<file path="src/rtl/imem_loader.sv">
// Instruction store for the CPU fetch path: streams a program in over a
// valid/ready port while holding the PC at zero, then serves reads combinationally.
module imem_loader #(
    parameter int ADDR_W = 4,
    parameter int INS_W  = 11,
    parameter int DEPTH  = 16
) (
    input  logic              clk,
    input  logic              rst_n,
    input  logic [ADDR_W-1:0] PC_CURR,
    output logic [INS_W-1:0]  INS,
    output logic              set_pc,
    input  logic              load_start,
    input  logic              load_valid,
    input  logic [INS_W-1:0]  load_data,
    input  logic              load_last,
    output logic              load_ready,
    output logic              load_done
);

    typedef enum logic [1:0] {
        IDLE = 2'd0,
        LOAD = 2'd1,
        RUN  = 2'd2
    } state_t;

    state_t              state;
    logic [ADDR_W-1:0]   wr_addr;
    logic [INS_W-1:0]    mem [DEPTH];

    // NOTE: the array is cleared by async reset and on every load start, so
    // unloaded words always read 0; this forces flops rather than a RAM macro.
    always_ff @(posedge clk or negedge rst_n) begin
        if (!rst_n) begin
            state      <= IDLE;
            wr_addr    <= '0;
            set_pc     <= 1'b1;
            load_ready <= 1'b0;
            load_done  <= 1'b0;
            for (int i = 0; i < DEPTH; i++) begin
                mem[i] <= '0;
            end
        end else begin
            load_done <= 1'b0;
            unique case (state)
                IDLE, RUN: begin
                    // A data word arriving with load_start is dropped on purpose.
                    if (load_start) begin
                        state      <= LOAD;
                        wr_addr    <= '0;
                        set_pc     <= 1'b1;
                        load_ready <= 1'b1;
                        for (int i = 0; i < DEPTH; i++) begin
                            mem[i] <= '0;
                        end
                    end
                end
                LOAD: begin
                    if (load_valid && load_ready) begin
                        mem[wr_addr] <= load_data;
                        wr_addr      <= wr_addr + 1'b1;
                        // The 16th word ends the load even without load_last.
                        if (load_last || wr_addr == ADDR_W'(DEPTH - 1)) begin
                            state      <= RUN;
                            set_pc     <= 1'b0;
                            load_ready <= 1'b0;
                            load_done  <= 1'b1;
                        end
                    end
                end
                default: begin
                    state      <= IDLE;
                    set_pc     <= 1'b1;
                    load_ready <= 1'b0;
                end
            endcase
        end
    end

    // Zero-latency read so next-PC logic sees the word in the same cycle; gated
    // to 0 outside RUN so no jump opcode is ever decoded while loading.
    always_comb begin
        INS = '0;
        if (state == RUN) begin
            INS = mem[PC_CURR];
        end
    end

endmodule

</file>
<file path="config.mk">
export PLATFORM = sky130hd
export DESIGN_NAME = imem_loader
export DESIGN_NICKNAME = d
export VERILOG_FILES = /design/src/rtl/imem_loader.sv
export SDC_FILE = /design/constraint.sdc
export NUM_CORES = 1
export LEC_CHECK = 0
export CORE_MARGIN = 2
export CORE_UTILIZATION = 66
export CTS_CLUSTER_SIZE = 40
export DETAILED_ROUTE_END_ITERATION = 12
export GPL_TIMING_DRIVEN = 0
export PLACE_DENSITY_LB_ADDON = 0.08
export SETUP_SLACK_MARGIN = 0.2
export SLEW_MARGIN = 20
export SYNTH_ARGS = -nofsm -noshare
export SYNTH_HDL_FRONTEND = slang
export SYNTH_SLANG_ARGS = --single-unit
export TNS_END_PERCENT = 20
</file>
<file path="constraint.sdc">
create_clock -name clk -period 4.6 [get_ports clk]
set_clock_uncertainty 0.05 [all_clocks]
set_input_delay 1.15 -clock clk [delete_from_list [all_inputs] [get_ports clk]]
set_output_delay 1.15 -clock clk [all_outputs]
set_load 0.01 [all_outputs]
</file>
==> metrics.txt, run 1 <==
Synth area leaders dfrtp_1, mux2i_1, mux4_2, nand2_1, o21ai_0; Die W 122 um; Initial Util 0.683; Mapped Avg Cell Area between 10 and 15 um^2; peak supply drop about 0.40 mV; pre-CTS WS -284 ps; pin count of the biggest net entering global routing just over 100; cts bufs inserted 17; sw frac 0.323; Post-Synthesis Cell Area slightly above 0.009 mm^2; Clk network pwr share 0.361; Rows 42; Seq/Total Area, Yosys 0.508; FF-to-FF End mem[42]; Hold Crit Start mem[128]; CP arrival between 3000 and 4000 ps; CP max FO 10; Slew Viols, Final 0; placer congestion estimate between 0.8 and 0.9; antenna-violating nets left 0; R2R Setup Slk ~2400 ps; Via density ~6.6; Remaining Overflow, GRT 0; Layout Utilization 0.781; #FFs+latches synth around 190; Design Power 4.66 mW; Power Density approximately 450 mW/mm^2; clock root buffer clkbuf_16; Sw Pwr between 1.5 and 2 mW; Yosys top cell area share 0.505; WHS Endpoint mem[128]; # Max-Cap Violations 0; reg2reg path depth 6; Worst setup EP type output pin; Slew headroom 0.434; Reg-to-Reg Start state[0]; worst-margin pin slew about 850 ps; CP Class in2out; Startpoint Class input pin; Synth area leader dfrtp_1; internal power between 3 and 4 mW; drt pass-1 iters 5; dpl hpwl between 15 and 20 mm; Routed WL about 24 mm; CP required ~3400 ps; Area growth, synth to finish 14.4%; most numerous cell in the Yosys netlist dfrtp_1; WL per Instance around 24 um; WHS Path Cells 2; global-route wire length before repair approximately 39 mm; design area 0.0104 mm^2; dpl cell area between 0.009 and 0.01 mm^2; Yosys cell types 39; CTS tree yes; Post-synth EDFFs 0; HP Class reg2reg; Starting DRT DRC Count 719; Final Hold Viols 0; Nets between 800 and 900; hold-fix buffers at CTS 0; Die Span Y ~120 um; DRC errors left 0; Layout Cells excl Fill 1017; Global Route Usage Sum 0.355; Tmin final roughly 4500 ps; share of layout cells above drive strength 1 0.161; leak pwr between 5 and 6 nW; vias in the first global route between 7000 and 8000; Synthesized Nets roughly 800; Clock Tree Buf Depth 2; Mapped Cells 775; Final WS setup between 50 and 60 ps; setup violators final 0; clock latency on the worst-skew pair 430 ps; # diodes 0; RSZ-0062 raised after global routing yes; # H-tree levels 4; total die area about 0.015 mm^2; Comb power frac 0.236; Post-synth top cells dfrtp_1, mux2i_1, nand2_1; Vias 6738; sequential share of power 0.404; Period Utilization, post-route 0.987; Primary FF master, synth dfrtp_1; CTS Sinks ~190; clock slew at reported path FFs approximately 70 ps; outcome completed; IO Count 34; initial antenna violation count 0; Core ar. about 0.013 mm^2; IO Port Bufs 31; placed cells 983; synth warn 0; Async S/R FF share, synth 1.00; highest clock rate 220 MHz
[layer usage]
metal	global-route usage	vias up	part of all wire
li1	-	2859	-
met1	0.485	3433	0.40
met2	0.559	374	0.49
met3	0.0721	72	0.074
met4	0.159	0	0.035
met5	0	-	0
[registers in the layout, indices dropped and copies added, names as in the netlist]
signal and count:
load_done 1, load_ready 1, wr_addr 4, state 2, set_pc 1, mem 176
[power by group through the flow]
stage	clock network, mW	logic, mW	registers (mW)
floorplan	0	0.680	1.88
global placement	0	1.02	1.89
CTS	1.69	1.07	1.88
global route	1.75	1.17	1.90
finish	1.68	1.10	1.88
detailed placement	0	1.06	1.90
[worst max-delay path: stages]
cell and delay (ps):
clkdlybuf4s50_1 490, inv_1 90, nor2_2 350, clkbuf_1 350, a22o_1 220, a221o_1 160
clkdlybuf4s50_1 540
[what timing repair did]
| item | in CTS | in global routing |
|---|---|---|
| setup endpoints to repair | 11 | 11 |
| pin swaps | 0 | 0 |
| cloned | 0 | 0 |
| setup buffers | 2 | 0 |
| gates resized for setup | 8 | 15 |
[area by class of cell]
type,instances,area [um^2]
clock inverter,14,241
sequential,185,4630
fill,843,2920
buffer,72,452
inverter,3,11.3
timing repair buffer,34,363
tap,176,220
multi-input combinational,515,4070
clock buffer,18,439
[placed cells by master, fill, tap and decap left out, drive strengths merged, types with 5 or more instances in the layout]
cell and instances:
a221o 8, a22o 8, a22oi 8, a31o 13, and3 8, buf 36
bufinv 6, clkbuf 58, clkdlybuf4s50 25, clkinv 5, dfrtp 184, inv 5
mux2i 154, mux4 36, nand2 148, nand3 41, nand4 5, nor2 21
nor2b 5, o21ai 34
[cells by family after synthesis]
family,after synthesis,synth area share
flip-flops,185,0.508
adder cells (fa/ha/maj),4,0.00549
XOR/XNOR,2,0.00192
buffers and inverters,75,0.0469
AO/OA/AOI/OAI,81,0.0616
AND/OR/NAND/NOR,238,0.118
multiplexers,190,0.258
[worst max path at each step]
stage	from	to	cells after the start
floorplan	PC_CURR[0]	INS[1]	6
global placement	rst_n	mem[16]	1
detailed placement	PC_CURR[1]	INS[2]	8
CTS	PC_CURR[1]	INS[10]	8
global route	PC_CURR[3]	INS[7]	7
finish	PC_CURR[3]	INS[7]	7
[through the flow]
stage	setup TNS [ps]	hold slack, ps
floorplan	0	413
global placement	-884680	425
global route	-88.1	474
detailed placement	-2040	435
finish	0	448
CTS	0	450
Note: power is estimated with default switching activity, not from simulation.
==> inputs of run 2 (changes only) <==
--- a/config.mk
+++ b/config.mk
@@ -6,7 +6,7 @@
 export NUM_CORES = 1
 export LEC_CHECK = 0
 export CORE_MARGIN = 2
-export CORE_UTILIZATION = 66
+export CORE_UTILIZATION = 60
 export CTS_CLUSTER_SIZE = 40
 export DETAILED_ROUTE_END_ITERATION = 12
 export GPL_TIMING_DRIVEN = 0
==> run 2 against run 1 <==
  * Sequential power about the same
  * Cell area fell by 0.18%
  * Core utilization is 8.9 points lower
  * Global-route usage decreased by 4.0 points
  * Sequential cell count did not move
  * Largest cell class unchanged
==> metrics.txt, run 2 (same netlist as run 1, synthesis figures left out) <==
outcome completed; Slew Viols, Final 0 (unchanged); setup violators final 0 (unchanged); Global Route Usage Sum 0.315 (-0.0397); drt pass-1 iters 5 (unchanged); total die area 0.0162 mm^2 (+9.7%); worst-margin pin slew 742 ps (-107 ps); DRC errors left 0 (unchanged); CTS tree yes; dpl hpwl 16.8 mm (+2.5%); Sw Pwr 1.50 mW (-0.13%); Period Utilization, post-route 0.980 (-0.00752); sequential share of power 0.412 (+0.008); Final Hold Viols 0 (unchanged); clock slew at reported path FFs 70 ps (about the same); slowest CP cell buf_1; WL per Instance 23.1 um (-3.1%); Clk network pwr share 0.349 (-0.012); Core ar. 0.0150 mm^2 (+13%); # Max-Cap Violations 0 (unchanged); Final WS setup 93.2 ps (+34.6 ps); highest clock rate 222 MHz (+0.77%); pre-CTS WS -299 ps (-14.5 ps); vias in the first global route 7021 (-0.51%); HP Class reg2reg; pin count of the biggest net entering global routing 75 (-26%); initial antenna violation count 0 (unchanged); RSZ-0062 raised after global routing yes; Rows 45 (+7.1%); sw frac 0.330 (+0.00715); most common cell after layout, fill and taps aside dfrtp_1; CP max FO 10 (unchanged); placer congestion estimate 0.858 (-0.48%); global-route wire length before repair 38.4 mm (-0.20%); max reg flops 176 (unchanged); Die W 127 um (+4.7%); Power Density 437 mW/mm^2 (-2.1%); Clock Tree Buf Depth 2 (unchanged); cts bufs inserted 17 (unchanged); Area growth, synth to finish 14.2%; Design Power 4.55 mW (-2.3%); Die Span Y 127 um (+4.7%); peak supply drop 0.333 mV (-16%); Vias 6526 (-3.1%); Reg with most FFs mem; family with the most delay on the worst path buffers and inverters; internal power 3.05 mW (-3.3%); clock latency on the worst-skew pair 430 ps (about the same); Starting DRT DRC Count 464 (-35%); Slew headroom 0.504 (+0.0697); Comb power frac 0.239 (+0.003); share of layout cells above drive strength 1 0.159 (-0.00138); Layout Utilization 0.693 (-0.0889); Startpoint Class input pin; Regs by FF count mem: 176 flops, wr_addr: 4 flops, state: 2 flops; CP Class in2out; Layout Cells excl Fill 1030 (+1.3%); placed cells 996 (+1.3%); Routed WL 23.8 mm (-1.8%); setup TNS 0 ps (unchanged); Remaining Overflow, GRT 0 (unchanged); CP peak stage delay 590 ps (+50 ps); IO Port Bufs 31 (unchanged); antenna-violating nets left 0 (unchanged); most frequent cells in the layout dfrtp_1, mux2i_1, nand2_1; hold-fix buffers at CTS 0 (unchanged); clock root buffer clkbuf_16; leak pwr 5.50 nW (+0.27%); CTS Sinks 185 (unchanged); CP Cell Sequence buf_2 -> buf_1 -> mux4_2 -> and3_1 -> a221o_1 -> clkdlybuf4s50_1; Tmin final 4510 ps (-34.6 ps); Worst setup EP type output pin; CP required 3400 ps (about the same); CP bufs+invs 3 (-1); # H-tree levels 4 (unchanged); Initial Util 0.607 (-0.0766); IO Count 34 (unchanged); # diodes 0 (unchanged); Via density 6.34 (-4.4%); Nets 853 (+0.12%); CP arrival 3310 ps (-30 ps)
==> run 2: cell types whose count changed in the layout (fill, tap and decap cells not counted), moves of 2 or more <==
cell	previous run	this run
bufinv_16	6	4
mux2i_1	152	154
buf_2	9	11
clkdlybuf4s50_1	25	23
mux2i_2	2	0
buf_8	3	1
==> run 2: cell type report <==
type	instances	area (um^2)
Clock inverter	13	193
Fill cell	1126	4620
Inverter	3	11.3
Sequential cell	185	4630
Timing Repair Buffer	35	392
Buffer	72	439
Multi-Input combinational cell	515	4070
Tap cell	188	235
Clock buffer	19	443
==> run 2: metal layers <==
metal  wire (um)  vias up  GRT usage
li1            -     2866          -
met1       10200     3425      0.433
met2       12000      212      0.529
met3        1280       23     0.0574
met4         325        0     0.0763
met5           0        -          0
==> run 2: power groups by stage <==
stage               clock (mW)  combinational, mW  sequential (mW)
finish                    1.59               1.09             1.88
global route              1.66               1.17             1.89
floorplan                    0              0.680             1.88
detailed placement           0               1.07             1.90
CTS                       1.60               1.08             1.87
global placement             0               1.03             1.89
==> run 2: path summary, 6_finish.rpt <==
| check | from | slack (ps) | endpoint | cells after the start |
|---|---|---|---|---|
| min in group asynchronous | rst_n | 540 | mem[116] | 1 |
| max in group asynchronous | rst_n | 2900 | mem[16] | 3 |
| max reg2reg | state[0] | 2470 | mem[90] | 6 |
| max | PC_CURR[2] | 90 | INS[6] | 6 |
| min reg2reg | mem[129] | 450 | mem[129] | 2 |
| min | mem[129] | 450 | mem[129] | 2 |
==> run 2: per-stage QoR <==
stage	hold WS, ps	instance area [um^2]
CTS	450	10400
floorplan	413	9120
detailed placement	435	9730
global route	483	10400
finish	453	10400
global placement	427	9670
==> run 2: timing repair <==
| action | 4_1_cts | 5_1_grt |
|---|---|---|
| setup endpoints to repair | 11 | 11 |
| resized for setup | 9 | 14 |
| setup buffers | 2 | 0 |
==> run 2: worst register-to-register path, cell delays in order (launching register included) <==
cell      delay (ps)
dfrtp_1          450
nand2b_1         130
buf_2            160
clkbuf_1         330
clkbuf_1         550
nand2_1          160
mux2i_1          210
